===== config.mk =====
export PLATFORM = sky130hd
export DESIGN_NAME = vga_state_snapshot
export DESIGN_NICKNAME = d
export VERILOG_FILES = /design/src/rtl/vga_state_snapshot.sv
export SDC_FILE = /design/constraint.sdc
export NUM_CORES = 1
export LEC_CHECK = 0
export ABC_AREA = 1
export BUFFER_PORTS_ARGS = -buffer_cell sky130_fd_sc_hd__buf_4
export CORE_MARGIN = 5
export CORE_UTILIZATION = 50
export CTS_CLUSTER_DIAMETER = 30
export CTS_CLUSTER_SIZE = 24
export DETAILED_ROUTE_END_ITERATION = 10
export PLACE_DENSITY = 0.74
export SETUP_SLACK_MARGIN = 0.3
export SYNTH_ARGS = -nofsm -noshare
export SYNTH_HDL_FRONTEND = slang
export SYNTH_SLANG_ARGS = --single-unit

===== constraint.sdc =====
create_clock -name pixel_clk -period 3.4 [get_ports pixel_clk]
set_input_delay 0.17 -clock pixel_clk [delete_from_list [all_inputs] [get_ports pixel_clk]]
set_output_delay 0.17 -clock pixel_clk [all_outputs]
set_load 0.05 [all_outputs]

===== src/rtl/vga_state_snapshot.sv =====
// Double-buffers elevator display state and commits it at the start of vertical blanking.
// Define SNAPSHOT_OVERWRITE_EN to keep upd_ready high and let a newer update replace a held one.
module vga_state_snapshot #(
  parameter int unsigned VERT_PIXEL   = 480,
  parameter int unsigned FRAME_W      = 8,
  parameter int unsigned BLINK_FRAMES = 30
) (
  input  logic               pixel_clk,
  input  logic               reset,
  input  logic [9:0]         horiz_count,
  input  logic [9:0]         vert_count,
  input  logic               upd_valid,
  output logic               upd_ready,
  input  logic [7:0]         upd_destination,
  input  logic [1:0]         upd_sim_state,
  input  logic [25:0]        upd_people_data,
  output logic [7:0]         destination,
  output logic [1:0]         sim_state,
  output logic [25:0]        people_data,
  output logic [FRAME_W-1:0] frame_count,
  output logic               blink,
  output logic               pending
);

  localparam logic [9:0] COMMIT_LINE = 10'(VERT_PIXEL);
  localparam logic [7:0] BLINK_LAST  = 8'(BLINK_FRAMES - 1);

  typedef enum logic {
    ST_EMPTY = 1'b0,
    ST_HELD  = 1'b1
  } state_e;

  state_e             state_q;
  logic               cond_q;
  logic [7:0]         sh_dest_q;
  logic [1:0]         sh_sim_q;
  logic [25:0]        sh_ppl_q;
  logic [7:0]         dest_q;
  logic [1:0]         sim_q;
  logic [25:0]        ppl_q;
  logic [FRAME_W-1:0] frame_q, frame_d;
  logic [7:0]         blink_cnt_q, blink_cnt_d;
  logic               blink_q, blink_d;

  logic cond_s;
  logic tick_s;
  logic ready_s;
  logic accept_s;

  // Rising edge of the commit-point condition so a stalled counter yields one tick.
  always_comb begin
    cond_s = (horiz_count == 10'd0) && (vert_count == COMMIT_LINE);
    tick_s = cond_s && !cond_q;
`ifdef SNAPSHOT_OVERWRITE_EN
    ready_s = 1'b1;
`else
    ready_s = (state_q == ST_EMPTY) || tick_s;
`endif
    accept_s = upd_valid && ready_s;
  end

  // Frame counter and blink divider advance only on a tick.
  always_comb begin
    frame_d     = frame_q;
    blink_cnt_d = blink_cnt_q;
    blink_d     = blink_q;
    if (tick_s) begin
      frame_d = frame_q + FRAME_W'(1);
      if (blink_cnt_q == BLINK_LAST) begin
        blink_cnt_d = 8'd0;
        blink_d     = !blink_q;
      end else begin
        blink_cnt_d = blink_cnt_q + 8'd1;
        blink_d     = blink_q;
      end
    end else begin
      frame_d     = frame_q;
      blink_cnt_d = blink_cnt_q;
      blink_d     = blink_q;
    end
  end

  // Shadow/commit state machine; outputs take the old shadow before any new capture.
  always_ff @(posedge pixel_clk or posedge reset) begin
    if (reset) begin
      state_q   <= ST_EMPTY;
      cond_q    <= 1'b0;
      sh_dest_q <= 8'd0;
      sh_sim_q  <= 2'd0;
      sh_ppl_q  <= 26'd0;
      dest_q    <= 8'd0;
      sim_q     <= 2'd0;
      ppl_q     <= 26'd0;
    end else begin
      cond_q <= cond_s;
      case (state_q)
        ST_EMPTY: begin
          if (accept_s) begin
            sh_dest_q <= upd_destination;
            sh_sim_q  <= upd_sim_state;
            sh_ppl_q  <= upd_people_data;
            state_q   <= ST_HELD;
          end else begin
            state_q <= ST_EMPTY;
          end
        end
        ST_HELD: begin
          if (tick_s) begin
            dest_q <= sh_dest_q;
            sim_q  <= sh_sim_q;
            ppl_q  <= sh_ppl_q;
          end else begin
            dest_q <= dest_q;
          end
          if (accept_s) begin
            sh_dest_q <= upd_destination;
            sh_sim_q  <= upd_sim_state;
            sh_ppl_q  <= upd_people_data;
            state_q   <= ST_HELD;
          end else if (tick_s) begin
            state_q <= ST_EMPTY;
          end else begin
            state_q <= ST_HELD;
          end
        end
        default: begin
          state_q <= ST_EMPTY;
        end
      endcase
    end
  end

  // Frame and blink registers.
  always_ff @(posedge pixel_clk or posedge reset) begin
    if (reset) begin
      frame_q     <= '0;
      blink_cnt_q <= 8'd0;
      blink_q     <= 1'b0;
    end else begin
      frame_q     <= frame_d;
      blink_cnt_q <= blink_cnt_d;
      blink_q     <= blink_d;
    end
  end

  assign upd_ready   = ready_s;
  assign pending     = (state_q == ST_HELD);
  assign destination = dest_q;
  assign sim_state   = sim_q;
  assign people_data = ppl_q;
  assign frame_count = frame_q;
  assign blink       = blink_q;

endmodule


* Word-level counts from Yosys, hierarchy flattened
Cells that the tools add are included.
** Word-level totals
- Register bits after elaboration :: 91
- Input port bits :: 59
- Output and inout bits :: 47
** Cells by class
- $add $sub $neg :: 2
- Equal/unequal tests :: 2
- Mux-type cells :: 8
- Bitwise logic cells :: 1
- Reduce and logical (&&, ||, !) cells :: 9
** Operators by type and width (count)
- $mux W26 :: 1
- $add A8 B1 Y8 const B :: 2
- $mux W8 :: 2
- $eq A10 B9 Y1 const B :: 1
- $logic_not A10 Y1 :: 1
- $eq A8 B5 Y1 const B :: 1
- $reduce_and A2 Y1 :: 2
- $logic_and A1 B1 Y1 :: 3
- $mux W1 :: 3
- $logic_not A1 Y1 :: 2
- $mux W2 :: 1
- $pmux W1 S2 :: 1
- $logic_or A1 B1 Y1 :: 1
- $not A1 Y1 :: 1

* Logic depth before layout (Yosys ltp)
Gate-level depths: netlist of the first run.
- Word-level depth :: 7
- Mapped depth :: 9
- Depth with buffers taken out :: 8

* Least setup slack after synthesis of the first run
Ideal clock, no wire load.
- Kind :: reg2reg
- From :: register frame_q[2], in the netlist frame_count[2]
- To :: register frame_q[7], in the netlist frame_count[7]
- Library setup time :: 66 ps
- Arrival :: 1374 ps
- Path slack :: 1960 ps
- Cell stages (with the launch flop) :: 6
- Buffers on the path :: 0
- Period minus slack after synthesis :: 1440 ps
- Cell sequence :: dfrtp_1 nand3_1 nor3_1 xor2_1 nand3_1 nand2_1
** Between the ends
- Word-level cells in the longest chain between the ends :: 1
** Ends and longest elaborated chain
- start: declaration :: RTL line 41 : logic [FRAME_W-1:0] frame_q, frame_d;
- start signal: assignment :: RTL line 140 : frame_q <= frame_d;
- $add A8 B1 Y8 :: RTL line 68 : frame_d = frame_q + FRAME_W'(1);
No other way between the ends.
A chain may end at the register's enable or synchronous reset.

* Worst setup path in the final report of the first run
- From :: register cond_q
- To :: output upd_ready
** Between the ends
- Word-level cells in the longest chain between the ends :: 3
** Ends and longest elaborated chain
- start: declaration :: RTL line 34 : logic cond_q;
- start signal: assignment :: RTL line 95 : cond_q <= cond_s;
- $logic_not A1 Y1 :: RTL line 53 : tick_s = cond_s && !cond_q;
- $logic_and A1 B1 Y1 :: RTL line 53
- $logic_or A1 B1 Y1 :: RTL line 57 : ready_s = (state_q == ST_EMPTY) || tick_s;
- end: declaration :: RTL line 13 : output logic upd_ready,
No other way between the ends.

==> results.tsv, run 1 <==
stage	metric	value	unit
outcome	status	finished with violations	
outcome	violated checks	negative hold slack	
clock_tree	clock transition at the register clock pins on the worst setup and hold paths after CTS	0.09	ns
clock_tree	TritonCTS clock tree	yes	
routing	vias after detailed routing	3308	
sta	Rel. slew slack	43.0	%
global_routing	first-pass GRT wire length	15.1	mm
sta	final critical path time including I/O delays and setup	2.48	ns
setup_path	category of the worst setup path capture point	output port	
placed_design	I/O Buffers	105	
global_routing	number of antenna violations at the first check in global routing	0	
setup_path	R2R Path Start	cond_q$_DFF_PP0_	
setup_path	crit-path max cell delay	0.48	ns
sta	worst hold slack after final layout	-0.00962	ns
routing	final wirelength	8.96	mm
finish	commonest non-fill, non-tap cell in the layout	sky130_fd_sc_hd__nand2_1	
synthesis	Synth warnings	0	
sta	RSZ-0062 raised after global routing	false	
floorplanning	I/O pins	106	
synthesis	sequential area share after synthesis	56.5	%
global_routing	number of global-route vias before repair	3166	
run	Max-Cap Viols	0	
global_routing	largest net degree at the start of global routing	73	
pwr	Cell Pwr Density	418	nW/um^2
setup_path	critical path's most frequent cell	sky130_fd_sc_hd__buf_4	
finish	commonest non-fill, non-tap cells in the layout	sky130_fd_sc_hd__nand2_1 (190), sky130_fd_sc_hd__buf_4 (108), sky130_fd_sc_hd__dfrtp_1 (91)	
sta	post-route clock skew	0.0137	ns
hold_path	path class of the lowest-slack min-delay path	in2async	
routing	remaining antenna violation count	0	
setup_path	required time at the worst-slack endpoint	3.23	ns
finish	fin cells	665	
clock_tree	post-cts hold buffer count	0	
synthesis	Syn Area/Cell	8.72	sq um
synthesis	post-synthesis cell count	462	
floorplanning	initial cell density of the core	51.6	%
pwr	Psw	0.469	mW
global_routing	leftover overflow at the end of global routing	0	
routing	drt initial violations	114	
clock_tree	post-cts repair resize count	0	
setup_path	maximum fanout count along the critical path	24	
clock_tree	clock latency at the later pin of the worst-skew pair	0.35	ns
placed_design	Placed Instances	649	
finish	share of cells above drive strength 1	25.2	%
clock_tree	Setup Buffers After CTS	0	
routing	average wire length per cell after detail routing	13.5	um
pwr	cell-internal power	1.63	mW
sta	count of endpoints failing hold in the final timing report	8	
clock_tree	H-tree Lvls	3	
finish	area overhead of the layout relative to synthesis	24.9	%
routing	total iterations of the first detailed-routing run	4	
setup_path	kind of start point of the critical path	flop	
setup_path	slowest cell on the critical path	sky130_fd_sc_hd__nand2_2	
floorplanning	area of the die	9950	sq um
synthesis	number of register bits inferred by synthesis	91	
synthesis	number of different library cells in the post-synthesis netlist	24	
sta	share of the cycle needed by the critical path after routing	73.0	%
setup_path	series of cell instances along the critical path	inv_1 -> nand4_4 -> nand2_2 -> buf_4 -> buf_4	
sta	total negative slack for setup checks	0	ns
finish	number of inserted diodes	0	
setup_path	critical path data arrival time	2.31	ns
sta	actual slew at the worst max-slew pin	0.855	ns
clock_tree	clock root cell	sky130_fd_sc_hd__clkbuf_8	
pwr	Static Leak	2.77	nW
pwr	worst ir drop on vdd	232	uV
synthesis	Post-Syn Nets	524	
routing	average vias per placed instance	4.97	
pwr	sequential cell fraction of total power	55.1	%
floorplanning	number of rows created at floorplan	32	
synthesis	area share of the leading cell type in the synthesized netlist	56.5	%
pwr	sw frac	22.3	%
finish	filler cell count	703	
routing	Post-route DRC	0	
placed_design	Placer Congestion	0.807	
floorplanning	DIE WIDTH	99.8	um
sta	count of pins over their slew limit	0	
sta	Fmax	403	MHz
setup_path	type of the worst setup path	reg2out	
clock_tree	Sink Count	91	
clock_tree	number of CTS-inserted buffers	9	
sta	# setup viols final	0	
synthesis	dominant cell type by area after synthesis	sky130_fd_sc_hd__dfrtp_1	
placed_design	HPWL Detailed	6.26	mm
global_routing	GRT Util Overall	18.7	%
synthesis	largest cells by area after synthesis	sky130_fd_sc_hd__dfrtp_1 (57%), sky130_fd_sc_hd__nand2_1 (18%), sky130_fd_sc_hd__nand3_1 (6.1%)	
synthesis	mapped cell area	4030	sq um
finish	net count reported at finish	620	
clock_tree	number of buffers between clock root and the deepest sink	2	
pwr	Clk pwr share	38.8	%
floorplanning	Core Footprint	7810	sq um
setup_path	launching element of the worst setup path	cond_q$_DFF_PP0_	
pwr	Comb power frac	6.2	%
floorplanning	height of the chip	99.8	um
-- layer usage --
layer,part of all wire (%),track usage [%],up-vias
met5,0,0,-
met4,1.9,7.98,0
met3,3.8,2.81,14
met2,52,30.7,81
met1,42,24.6,1551
li1,-,-,1662
-- path summary, 6_finish.rpt --
path	to	slack [ns]	depth (start not counted)
worst max-delay path	upd_ready	0.92	5
worst min-delay path	people_data[21]$_DFFE_PP0P_	-0.01	2
worst max register to register	sh_dest_q[3]$_DFFE_PP0P_	1.05	6
worst min register to register	destination[6]$_DFFE_PP0P_	0.47	2
max in group asynchronous	sh_dest_q[0]$_DFFE_PP0P_	2.60	3
min in group pixel_clk	sh_dest_q[5]$_DFFE_PP0P_	0.04	3
-- per-stage QoR --
stage / utilization, % / instance area (sq um) / hold WS [ns] / worst slack (ns) / power [mW]
final: 64.5 / 5030 / -0.00962 / 0.916 / 2.10
after global routing: 64.5 / 5030 / 0.0323 / 0.748 / 2.18
after CTS: 64.5 / 5030 / 0.0223 / 0.897 / 2.12
after detailed placement: 61.6 / 4810 / 0.402 / 1.03 / 1.31
after global placement: 61.6 / 4810 / 0.403 / 1.11 / 1.31
after floorplan: - / 4030 / 0.315 / 0.866 / 1.24
-- critical path: cells and delay by family (launching register included) --
kind	cells	cell delay [ns]
DFF	1	0.37
and+or+nand+nor	2	0.85
buffers and inverters	3	0.74
-- synth_stat cells (all sizes together) --
cell type  number
clkbuf          7
or2             2
buf            16
and3            1
ha              3
inv            18
nor2           18
xnor2           4
nand3          49
nand4           3
o21ai          48
dfrtp          91
nor3            4
xor2            5
nand2         193
-- cells by family after synthesis --
group	synth area share, %
AOI/OAI and AO/OA	6.52
adders and majority gates	0.932
DFF	56.5
buffers and inverters	5.71
and+or+nand+nor	28.4
xor gates and xnor gates	1.96
-- registers in the layout, indices dropped and copies added, names as in the netlist --
| signal | cells |
|---|---|
| sh_dest_q | 8 |
| destination | 8 |
| sh_ppl_q | 26 |
| people_data | 26 |
| cond_q | 1 |
| sh_sim_q | 2 |
| pending | 1 |
| sim_state | 2 |
| frame_count | 8 |
| blink | 1 |
| blink_cnt_q | 8 |
-- cell type report --
cell class | instances | area, sq um | area share, %
inverters | 18 | 70.1 | 1.39
flip-flops and latches | 91 | 2280 | 45.2
clock buffers | 11 | 141 | 2.81
repair buffers | 108 | 811 | 16.1
well taps | 102 | 128 | 2.54
multi-input cells | 330 | 1520 | 30.2
clock inverters | 5 | 85.1 | 1.69
-- power groups by stage --
stage | Combinational (mW) | Sequential [mW] | Clock [mW]
after floorplan | 0.0636 | 1.17 | 0
after global placement | 0.127 | 1.18 | 0
after detailed placement | 0.131 | 1.18 | 0
after CTS | 0.133 | 1.16 | 0.829
after global routing | 0.149 | 1.16 | 0.872
final | 0.129 | 1.16 | 0.815
Power figures use the tool's default switching activity.
==> run 2: changes to the inputs <==
==> constraint.sdc (replaced) <==
create_clock -name pixel_clk -period 2.4 [get_ports pixel_clk]
set_input_delay 0.12 -clock pixel_clk [delete_from_list [all_inputs] [get_ports pixel_clk]]
set_output_delay 0.12 -clock pixel_clk [all_outputs]
set_load 0.05 [all_outputs]
==> run 2 against run 1 <==
Net effect:
- the run now ends clean
- non-clock buffer count grew 22
- via count grew 3.8%
- first-iteration DRC count grew 87%
- clock-buffer cell count is the same
- critical path depth is the same
- routed wire length grew 3.9%
- critical endpoint unchanged
- largest power group unchanged
==> results.tsv, run 2 (same netlist as run 1, synthesis figures left out) <==
stage	metric	value	unit
sta	final critical path time including I/O delays and setup	1.97	ns
setup_path	Critical path buffers and inverters	3	
pwr	sequential cell fraction of total power	56.7	%
clock_tree	TritonCTS clock tree	yes	
pwr	Comb power frac	7.2	%
global_routing	met3 layer usage reported by global route	3.93	%
hold_path	path class of the lowest-slack min-delay path	in2reg	
finish	net count reported at finish	642	
setup_path	critical path's most frequent cell	sky130_fd_sc_hd__buf_4	
setup_path	family of cells with the greatest summed delay on the critical path	buffers and inverters	
global_routing	first-pass GRT wire length	15.9	mm
setup_path	maximum fanout count along the critical path	24	
clock_tree	clock root cell	sky130_fd_sc_hd__clkbuf_8	
sta	Rel. slew slack	53.3	%
global_routing	met2 track utilization from global routing	33.9	%
placed_design	worst slack at placement	0.291	ns
sta	share of the cycle needed by the critical path after routing	82.1	%
routing	final wirelength	9.31	mm
outcome	status	finished, final reports clean	
pwr	post-layout power	2.90	mW
finish	area overhead of the layout relative to synthesis	30.0	%
routing	average vias per placed instance	5.00	
routing	average wire length per cell after detail routing	13.6	um
clock_tree	clock transition at the register clock pins on the worst setup and hold paths after CTS	0.09	ns
sta	actual slew at the worst max-slew pin	0.699	ns
clock_tree	Sink Count	91	
floorplanning	height of the chip	99.8	um
floorplanning	DIE WIDTH	99.8	um
placed_design	I/O Buffers	105	
sta	worst hold slack after final layout	0.0168	ns
setup_path	slowest cell on the critical path	sky130_fd_sc_hd__dfrtp_1	
sta	post-route clock skew	0.00917	ns
sta	total negative slack for setup checks	0	ns
finish	share of cells above drive strength 1	25.0	%
finish	commonest non-fill, non-tap cells in the layout	sky130_fd_sc_hd__nand2_1 (190), sky130_fd_sc_hd__buf_4 (111), sky130_fd_sc_hd__dfrtp_1 (91)	
routing	total iterations of the first detailed-routing run	4	
setup_path	capture instance of the worst register-to-register path	people_data[24]$_DFFE_PP0P_	
global_routing	busiest layer in global routing	met2	
sta	count of pins over their slew limit	0	
finish	number of inserted diodes	0	
pwr	worst ir drop on vdd	301	uV
setup_path	crit-path max cell delay	0.37	ns
clock_tree	number of CTS-inserted buffers	9	
setup_path	required time at the worst-slack endpoint	2.28	ns
pwr	Static Leak	2.85	nW
setup_path	R2R Path Start	cond_q$_DFF_PP0_	
setup_path	critical path data arrival time	1.85	ns
setup_path	kind of start point of the critical path	flop	
floorplanning	number of rows created at floorplan	32	
pwr	sw frac	23.0	%
setup_path	stages on the worst setup path	5	
clock_tree	H-tree Lvls	3	
routing	drt initial violations	213	
floorplanning	I/O pins	106	
routing	remaining antenna violation count	0	
routing	Post-route DRC	0	
pwr	cell-internal power	2.23	mW
setup_path	worst setup path end	upd_ready	
setup_path	series of cell instances along the critical path	inv_1 -> nand4_4 -> nand2_4 -> buf_4 -> buf_4	
pwr	Cell Pwr Density	553	nW/um^2
global_routing	met1 Use GR	25.4	%
finish	commonest non-fill, non-tap cell in the layout	sky130_fd_sc_hd__nand2_1	
sta	# setup viols final	0	
setup_path	Worst Reg2Reg Path Length in Cells	7	
global_routing	largest net degree at the start of global routing	43	
clock_tree	number of buffers between clock root and the deepest sink	2	
global_routing	GRT Util Overall	20.1	%
clock_tree	clock latency at the later pin of the worst-skew pair	0.35	ns
sta	RSZ-0062 raised after global routing	false	
setup_path	type of the worst setup path	reg2out	
run	Max-Cap Viols	0	
setup_path	category of the worst setup path capture point	output port	
floorplanning	area of the die	9950	sq um
placed_design	HPWL Detailed	6.70	mm
setup_path	launching element of the worst setup path	cond_q$_DFF_PP0_	
global_routing	leftover overflow at the end of global routing	0	
global_routing	number of antenna violations at the first check in global routing	0	
pwr	Clk pwr share	36.1	%
global_routing	number of global-route vias before repair	3415	
floorplanning	initial cell density of the core	51.6	%
sta	Fmax	507	MHz
sta	final setup slack of the worst path	0.428	ns
finish	fin cells	687	
routing	vias after detailed routing	3434	
placed_design	Placer Congestion	0.810	
floorplanning	Core Footprint	7810	sq um
setup_path	R2R Setup Slk	0.57	ns
pwr	Psw	0.665	mW
sta	count of endpoints failing hold in the final timing report	0	
placed_design	Placed Instances	652	
[run 2: worst min-delay path by stage]
stage	slack, ns	from	cells past startpoint	end
after global routing	0.0006	upd_people_data[6]	3	sh_ppl_q[6]$_DFFE_PP0P_
after CTS	0.001	upd_people_data[10]	3	sh_ppl_q[10]$_DFFE_PP0P_
after detailed placement	0.28	reset	2	frame_count[0]$_DFFE_PP0P_
after floorplan	0.26	upd_people_data[0]	2	sh_ppl_q[0]$_DFFE_PP0P_
final	0.02	upd_people_data[6]	3	sh_ppl_q[6]$_DFFE_PP0P_
after global placement	0.27	reset	2	people_data[3]$_DFFE_PP0P_
[run 2: power groups by stage]
| stage | registers, mW | clock network (mW) | logic [mW] |
|---|---|---|---|
| 2_1_floorplan | 1.66 | 0 | 0.0905 |
| 3_3_place_gp | 1.67 | 0 | 0.180 |
| 3_5_place_dp | 1.67 | 0 | 0.189 |
| 4_1_cts | 1.64 | 1.07 | 0.212 |
| 5_1_grt | 1.65 | 1.14 | 0.240 |
| 6_report | 1.64 | 1.05 | 0.208 |
[run 2: area by class of cell]
type / instances / area (sq um)
fillers: 667 / 2570
clock buffers: 11 / 141
repair buffers: 130 / 1030
inverters: 18 / 71.3
flip-flops and latches: 91 / 2280
well taps: 102 / 128
clock inverters: 5 / 60.1
multi-input cells: 330 / 1530
[run 2: timing repair]
action / CTS / global route
resized for setup: 1 / 0
setup endpoints to repair: 1 / 0
endpoints found under the hold margin: 46 / 0
buffers inserted: 1 / 0
hold buffers: 18 / 0
[run 2: metal layers]
metal	routed length, um	vias up
li1	-	1707
met2	4790	97
met3	500	12
met1	3860	1618
met5	0	-
met4	159	0
[run 2: worst register-to-register path: cells and delay by family, from the launching register on]
kind,cells,cell delay (ns)
buf+inv,3,0.77
simple gates,4,0.63
flops,1,0.37
[run 2: per-stage QoR]
step / utilization [%] / instance area [sq um]
global route: 67.1 / 5240
floorplan: - / 4030
global placement: 62.0 / 4840
detailed placement: 62.0 / 4840
finish: 67.1 / 5240
CTS: 67.1 / 5240
